==> config.mk <==
export PLATFORM = sky130hd
export DESIGN_NAME = mul_sequencer
export DESIGN_NICKNAME = d
export VERILOG_FILES = /design/src/rtl/mul_sequencer.sv
export SDC_FILE = /design/constraint.sdc
export NUM_CORES = 1
export LEC_CHECK = 0
export BUFFER_PORTS_ARGS = -buffer_cell sky130_fd_sc_hd__clkbuf_2
export CAP_MARGIN = 20
export CORE_MARGIN = 3
export CORE_UTILIZATION = 46
export CTS_CLUSTER_DIAMETER = 80
export DETAILED_ROUTE_END_ITERATION = 10
export PLACE_DENSITY = 0.74
export SYNTH_ARGS = -nofsm -noshare
export SYNTH_HDL_FRONTEND = slang
export SYNTH_SLANG_ARGS = --single-unit
==> constraint.sdc <==
create_clock -name clk -period 2 [get_ports clk]
set_input_delay 0.3 -clock clk [delete_from_list [all_inputs] [get_ports clk]]
set_output_delay 0.3 -clock clk [all_outputs]
set_load 0.05 [all_outputs]
==> src/rtl/mul_sequencer.sv <==
// Shift-and-add multiplier sequencer that borrows the pipeline's shared ALU for
// each partial-product accumulation and stalls EX until the product is ready.
module mul_sequencer #(
    parameter int         DATA_WIDTH = 32,
    parameter logic [3:0] ALU_ADD    = 4'b0000
) (
    input  logic                  clk,
    input  logic                  reset,
    input  logic                  start_i,
    input  logic                  flush_i,
    input  logic [DATA_WIDTH-1:0] rs1_data_i,
    input  logic [DATA_WIDTH-1:0] rs2_data_i,
    input  logic [DATA_WIDTH-1:0] alu_result_i,
    output logic                  alu_sel_o,
    output logic [3:0]            alu_op_o,
    output logic [DATA_WIDTH-1:0] alu_a_o,
    output logic [DATA_WIDTH-1:0] alu_b_o,
    output logic                  busy_o,
    output logic                  done_o,
    output logic [DATA_WIDTH-1:0] product_o
);

    typedef enum logic [1:0] {
        IDLE,
        RUN,
        DONE
    } state_t;

    state_t                state;
    state_t                state_next;
    logic [DATA_WIDTH-1:0] m_reg;
    logic [DATA_WIDTH-1:0] q_reg;
    logic [DATA_WIDTH-1:0] p_reg;
    logic [DATA_WIDTH-1:0] product_reg;
    logic [5:0]            iter_count;
    logic                  q_zero;

    assign q_zero = (q_reg == '0);

    always_ff @(posedge clk or negedge reset) begin
        if (!reset) begin
            state <= IDLE;
        end else begin
            state <= state_next;
        end
    end

    // Flush wins over everything, including a start seen in IDLE.
    always_comb begin
        state_next = state;
        if (flush_i) begin
            state_next = IDLE;
        end else begin
            unique case (state)
                IDLE: if (start_i) state_next = RUN;
                RUN:  if (q_zero)  state_next = DONE;
                DONE: state_next = IDLE;
                default: state_next = IDLE;
            endcase
        end
    end

    always_ff @(posedge clk or negedge reset) begin
        if (!reset) begin
            m_reg       <= '0;
            q_reg       <= '0;
            p_reg       <= '0;
            product_reg <= '0;
            iter_count  <= '0;
        end else if (!flush_i) begin
            unique case (state)
                IDLE: begin
                    if (start_i) begin
                        m_reg      <= rs1_data_i;
                        q_reg      <= rs2_data_i;
                        p_reg      <= '0;
                        iter_count <= '0;
                    end
                end
                RUN: begin
                    if (!q_zero) begin
                        p_reg      <= alu_result_i;
                        m_reg      <= m_reg << 1;
                        q_reg      <= q_reg >> 1;
                        iter_count <= iter_count + 6'd1;
                    end else begin
                        product_reg <= p_reg;
                    end
                end
                default: ;
            endcase
        end
    end

    // ALU request lines stay at zero unless an accumulation step is underway.
    always_comb begin
        alu_op_o = '0;
        alu_a_o  = '0;
        alu_b_o  = '0;
        if (state == RUN && !q_zero) begin
            alu_op_o = ALU_ADD;
            alu_a_o  = p_reg;
            alu_b_o  = q_reg[0] ? m_reg : '0;
        end
    end

    assign busy_o    = (state == RUN);
    assign alu_sel_o = busy_o;
    assign done_o    = (state == DONE);
    assign product_o = product_reg;

endmodule

==> reports/metrics.csv, run 1 <==
metric,value,unit
Tmin final,2620,ps
DP Cell Count,962,
Post-Synthesis Cells,583,
drt total wl,18200,um
"Clk pin slew, worst setup/hold paths",60,ps
skew final,7.19,ps
dominant cell type by area after synthesis,dfrtp_1,
Setup Total Neg Slack,-74480,ps
Critical Path Stages,7,
fin util,70.9,%
first-pass GRT wire length,28800,um
CP bufs+invs,2,
failing checks,setup timing,
Hold Path Class,input pin to flip-flop,
Slowest cell on crit path,dfrtp_1,
WS Path Type,flip-flop to primary output,
root buffer cell,clkbuf_16,
diode count,0,
Non-Filler Instances,1002,
core box area,13400,um^2
starting density of the core,47.4,%
CTS tree,done,
Top Family by Delay on Critical Path,simple AND/OR/NAND/NOR gates,
RSZ-0062 raised after global routing,yes,
synthesized area per cell,10.9,um^2
DIE AREA,15300,um^2
Setup crit start,q_reg[14],
CTS HTree Levels,4,
"critical path fanouts, max",44,
"Slew Viols, Final",0,
Max-Cap Viols,0,
Fin. Hold Viols,0,
Netlist Area Pre-Place,6360,um^2
Final period util,131,%
WL per Instance,18.2,um
status,"finished, violations left",
reg2reg setup slack,-420,ps
# rows,42,
f_max,0.382,GHz
R2R Path Start,q_reg[14],
GRT Util Overall,24.5,%
latest clock arrival within the worst-skew pair,420,ps
VDD IR-drop max,549,uV
CTS max path bufs,2,
Worst Path Required,1700,ps
sequential fraction of the synthesis area,51.2,%
RePlAce Congestion,0.789,
initial antenna violation count,0,
# DRC,0,
Synth top area share,51.2,%
leakage,5.06,nW
total number of vias,5259,
IO Count,203,
final instance area,9510,um^2
most frequent cells in the layout,"nand2_1, clkbuf_2, dfrtp_1, mux2_4, buf_8",
synth top area cells,"dfrtp_1, mux2_4, nand2_1, mux2_2, a22o_1",
crit path DAT,2320,ps
CP max stage delay,390,ps
Placement Setup Slack,-455,ps
setup ws final,-620,ps
share of cells above drive strength 1,54.6,%
vias in the first global route,5584,
Inserted Clock Buffers,17,
yosys warns,0,
Worst R2R End,m_reg[15],
DR vias/cell,5.25,
cells along the critical path,nor4_2 -> nand2_1 -> nor4_4 -> nor2_4 -> buf_12 -> and3_2 -> buf_8,
Die X,124,um
synth unique cells,31,
Post-DP Area,7910,um^2
Critical Path Sink Type,primary output,
Die Y,124,um
Worst Setup EP,alu_b_o[11],
Routed Antenna Nets,0,
Final #Nets,913,
input/output buffers,198,
clk sinks,130,
pwr dens,929,nW/um^2
1st-pass router iterations,4,
P&R area growth vs syn,49.6,%
"most common cell after layout, fill and taps aside",nand2_1,
largest net degree at the start of global routing,66,
worst r2r path cells,9,
Yosys reg bits,130,
CP Launch Type,flip-flop,
DP HPWL,11200,um
final setup fails,194,
1st-iter DRT viols,313,
GRT overflow,0,
how the worst min path moves through the flow:
stage	end	cells after the start	startpoint
6_report	p_reg[25]	2	alu_result_i[25]
3_5_place_dp	product_o[27]	1	reset
4_1_cts	p_reg[31]	2	alu_result_i[31]
5_1_grt	p_reg[21]	2	alu_result_i[21]
3_3_place_gp	product_o[27]	1	reset
2_1_floorplan	m_reg[0]	0	reset
routing by layer:
layer / track usage [%] / share of wire, % / vias to the layer above
met5: 0 / 0 / -
li1: - / - / 2415
met4: 9.62 / 2.2 / 0
met3: 5.72 / 5.1 / 32
met2: 41.3 / 52 / 197
met1: 30.5 / 41 / 2615
what timing repair did:
action,in CTS,in global routing
endpoints found under the hold margin,40,0
gates resized for setup,164,50
hold buffers,1,0
setup buffers,5,0
gates cloned,4,0
endpoints found under the setup margin,193,195
pin swaps,21,14
per-stage QoR:
stage | total power (W) | hold WS [ps]
floorplan | 0.00446 | 4.41
global placement | 0.00504 | 238
detailed placement | 0.00513 | 253
CTS | 0.00881 | 79.9
global route | 0.00919 | 86.0
finish | 0.00884 | 98.5
logic make-up (layout without fill, tap and decap cells):
group	count (synthesis)	in the layout	synth area share (%)
other	1	4	0.0590
AOI/OAI and AO/OA	40	40	5.24
muxes	94	94	20.1
and+or+nand+nor	270	272	19.3
DFF	130	130	51.2
buffers and inverters	48	286	4.06
cell usage after synthesis:
library cell	count
mux2_4	59
nor3_1	1
and2_1	32
nand2_1	189
clkbuf_1	20
o22ai_1	1
inv_4	1
nor4_4	1
nand2b_1	1
nand3_2	1
or2_2	1
o22a_1	1
nor2b_1	2
conb_1	1
a31oi_1	1
buf_6	6
a22o_1	32
a21o_1	1
nor2_1	2
buf_4	6
dfrtp_1	130
nor4_1	8
o21ai_0	2
inv_2	1
a21oi_1	1
mux2_2	35
inv_1	2
o2bb2ai_1	1
buf_2	6
and3_1	32
buf_1	6
layout make-up:
type	instances	area [um^2]
timing repair inverter	2	22.5
inverter	4	36.3
clock inverter	15	233
multi-input combinational	410	3070
sequential	130	3250
tap	176	220
fill	875	3890
timing repair buffer	248	2240
clock buffer	17	425
where the power goes:
group	total [W]	internal, W	switching [W]
clock	0.00343	0.00223	0.00120
combinational	0.00214	0.00113	0.00102
sequential	0.00327	0.00298	0.000282
total	0.00884	0.00634	0.00250
Note: power is estimated with default switching activity, not from simulation.
==> run 2, diff against run 1 <==
- HOLD_SLACK_MARGIN: unset -> 0.12
==> run 2 against run 1 <==
Against the previous run:
- the flow still finishes with violations (setup timing)
- cell area grew 4.6%
- largest power group unchanged
- critical endpoint is now alu_b_o[30]
- sequential power is essentially flat
- global-route usage grew 1.3 points
- largest cell class unchanged
==> reports/metrics.csv, run 2 (synthesis gave the netlist of run 1 again) <==
metric,value,unit
initial antenna violation count,0,
P&R area growth vs syn,56.5,%
most frequent cells in the layout,"nand2_1, clkbuf_2, dfrtp_1, mux2_4, buf_4",
latest clock arrival within the worst-skew pair,430,ps
WL per Instance,19.1,um
drt total wl,19800,um
# DRC,0,
Die Y,124,um
DP HPWL,11200,um
Post-DP Area,7910,um^2
pwr dens,903,nW/um^2
setup ws final,-659,ps
f_max,0.376,GHz
1st-pass router iterations,4,
diode count,0,
# rows,42,
starting density of the core,47.4,%
Final #Nets,948,
input/output buffers,198,
CP Launch Type,flip-flop,
GRT overflow,0,
clk sinks,130,
skew final,15.9,ps
first-pass GRT wire length,30100,um
Final period util,133,%
vias in the first global route,5844,
DIE AREA,15300,um^2
WS Path Type,flip-flop to primary output,
crit path DAT,2360,ps
Hold Path Class,input pin to flip-flop,
Fin. Hold Viols,0,
1st-iter DRT viols,383,
CTS HTree Levels,4,
Max-Cap Viols,0,
root buffer cell,clkbuf_16,
RePlAce Congestion,0.789,
failing checks,setup timing,
largest net degree at the start of global routing,66,
final instance area,9950,um^2
Min Hold Slack,200,ps
status,"finished, violations left",
core box area,13400,um^2
"Slew Viols, Final",0,
leakage,5.20,nW
DR vias/cell,5.22,
VDD IR-drop max,560,uV
Setup Total Neg Slack,-78600,ps
"critical path fanouts, max",22,
share of cells above drive strength 1,53.1,%
CTS tree,done,
final setup fails,194,
"Clk pin slew, worst setup/hold paths",60,ps
Routed Antenna Nets,0,
RSZ-0062 raised after global routing,yes,
total number of vias,5416,
Worst Path Required,1700,ps
"most common cell after layout, fill and taps aside",nand2_1,
Die X,124,um
fin util,74.2,%
Tmin final,2660,ps
GRT Util Overall,25.8,%
Inserted Clock Buffers,17,
IO Count,203,
Critical Path Sink Type,primary output,
CTS max path bufs,2,
## run 2: cell types whose count changed in the layout (fill, tap and decap cells not counted), moves of 10 or more
| cell | change |
|---|---|
| dlygate4sd3_1 | +32 |
| and3_4 | +15 |
| and3_2 | -13 |
| and2_2 | -10 |
| and2_4 | +10 |
## run 2: final cells by class
type / instances / area [um^2]
Timing Repair inverter: 2 / 22.5
Timing Repair Buffer: 283 / 2610
Sequential cell: 130 / 3250
Fill cell: 814 / 3450
Inverter: 4 / 36.3
Clock buffer: 17 / 425
Tap cell: 176 / 220
Clock inverter: 15 / 233
Multi-Input combinational cell: 410 / 3150
## run 2: through the flow
step / std cells / power [W] / setup WS [ps]
global placement: 961 / 0.00504 / -457
finish: 1037 / 0.00898 / -659
floorplan: 586 / 0.00446 / -52.3
detailed placement: 962 / 0.00513 / -455
global route: 1037 / 0.00932 / -738
CTS: 1033 / 0.00886 / -619
## run 2: power by group
part           switching [W]  leakage (nW)  total, W  internal [W]
Sequential          0.000299          1.66   0.00328       0.00298
Combinational        0.00105          3.22   0.00225       0.00120
Clock                0.00122         0.318   0.00345       0.00223
Total                0.00257          5.20   0.00898       0.00641
## run 2: what timing repair did
item / in CTS / in global routing
hold buffers: 32 / 1
pin swaps: 21 / 19
gates cloned: 4 / 2
hold endpoints to repair: 71 / 1
endpoints found under the setup margin: 193 / 195
setup buffers: 5 / 1
resized for setup: 164 / 73
## run 2: layer usage
metal / track usage, % / up-vias / part of all wire (%)
li1: - / 2493 / -
met1: 31.1 / 2670 / 40
met2: 43.5 / 200 / 51
met3: 6.04 / 53 / 4.8
met4: 12.2 / 0 / 3.6
met5: 0 / - / 0
## run 2: worst paths after layout
kind,startpoint,endpoint,slack (ps),cells past startpoint
min in group asynchronous,reset,product_o[27],360,2
worst min register to register,product_o[19],product_o[19],510,1
worst max-delay path,q_reg[14],alu_b_o[30],-660,7
worst min-delay path,rs1_data_i[6],m_reg[6],200,4
worst max register to register,q_reg[14],m_reg[15],-450,9
max in group asynchronous,reset,p_reg[9],1010,3
## run 2: worst max-delay path, stage by stage (launching register included)
cell	delay [ps]
dfrtp_1	400
nor4_2	320
nand2_1	150
nor4_4	360
nor2_4	130
buf_12	180
and3_2	240
buf_8	150
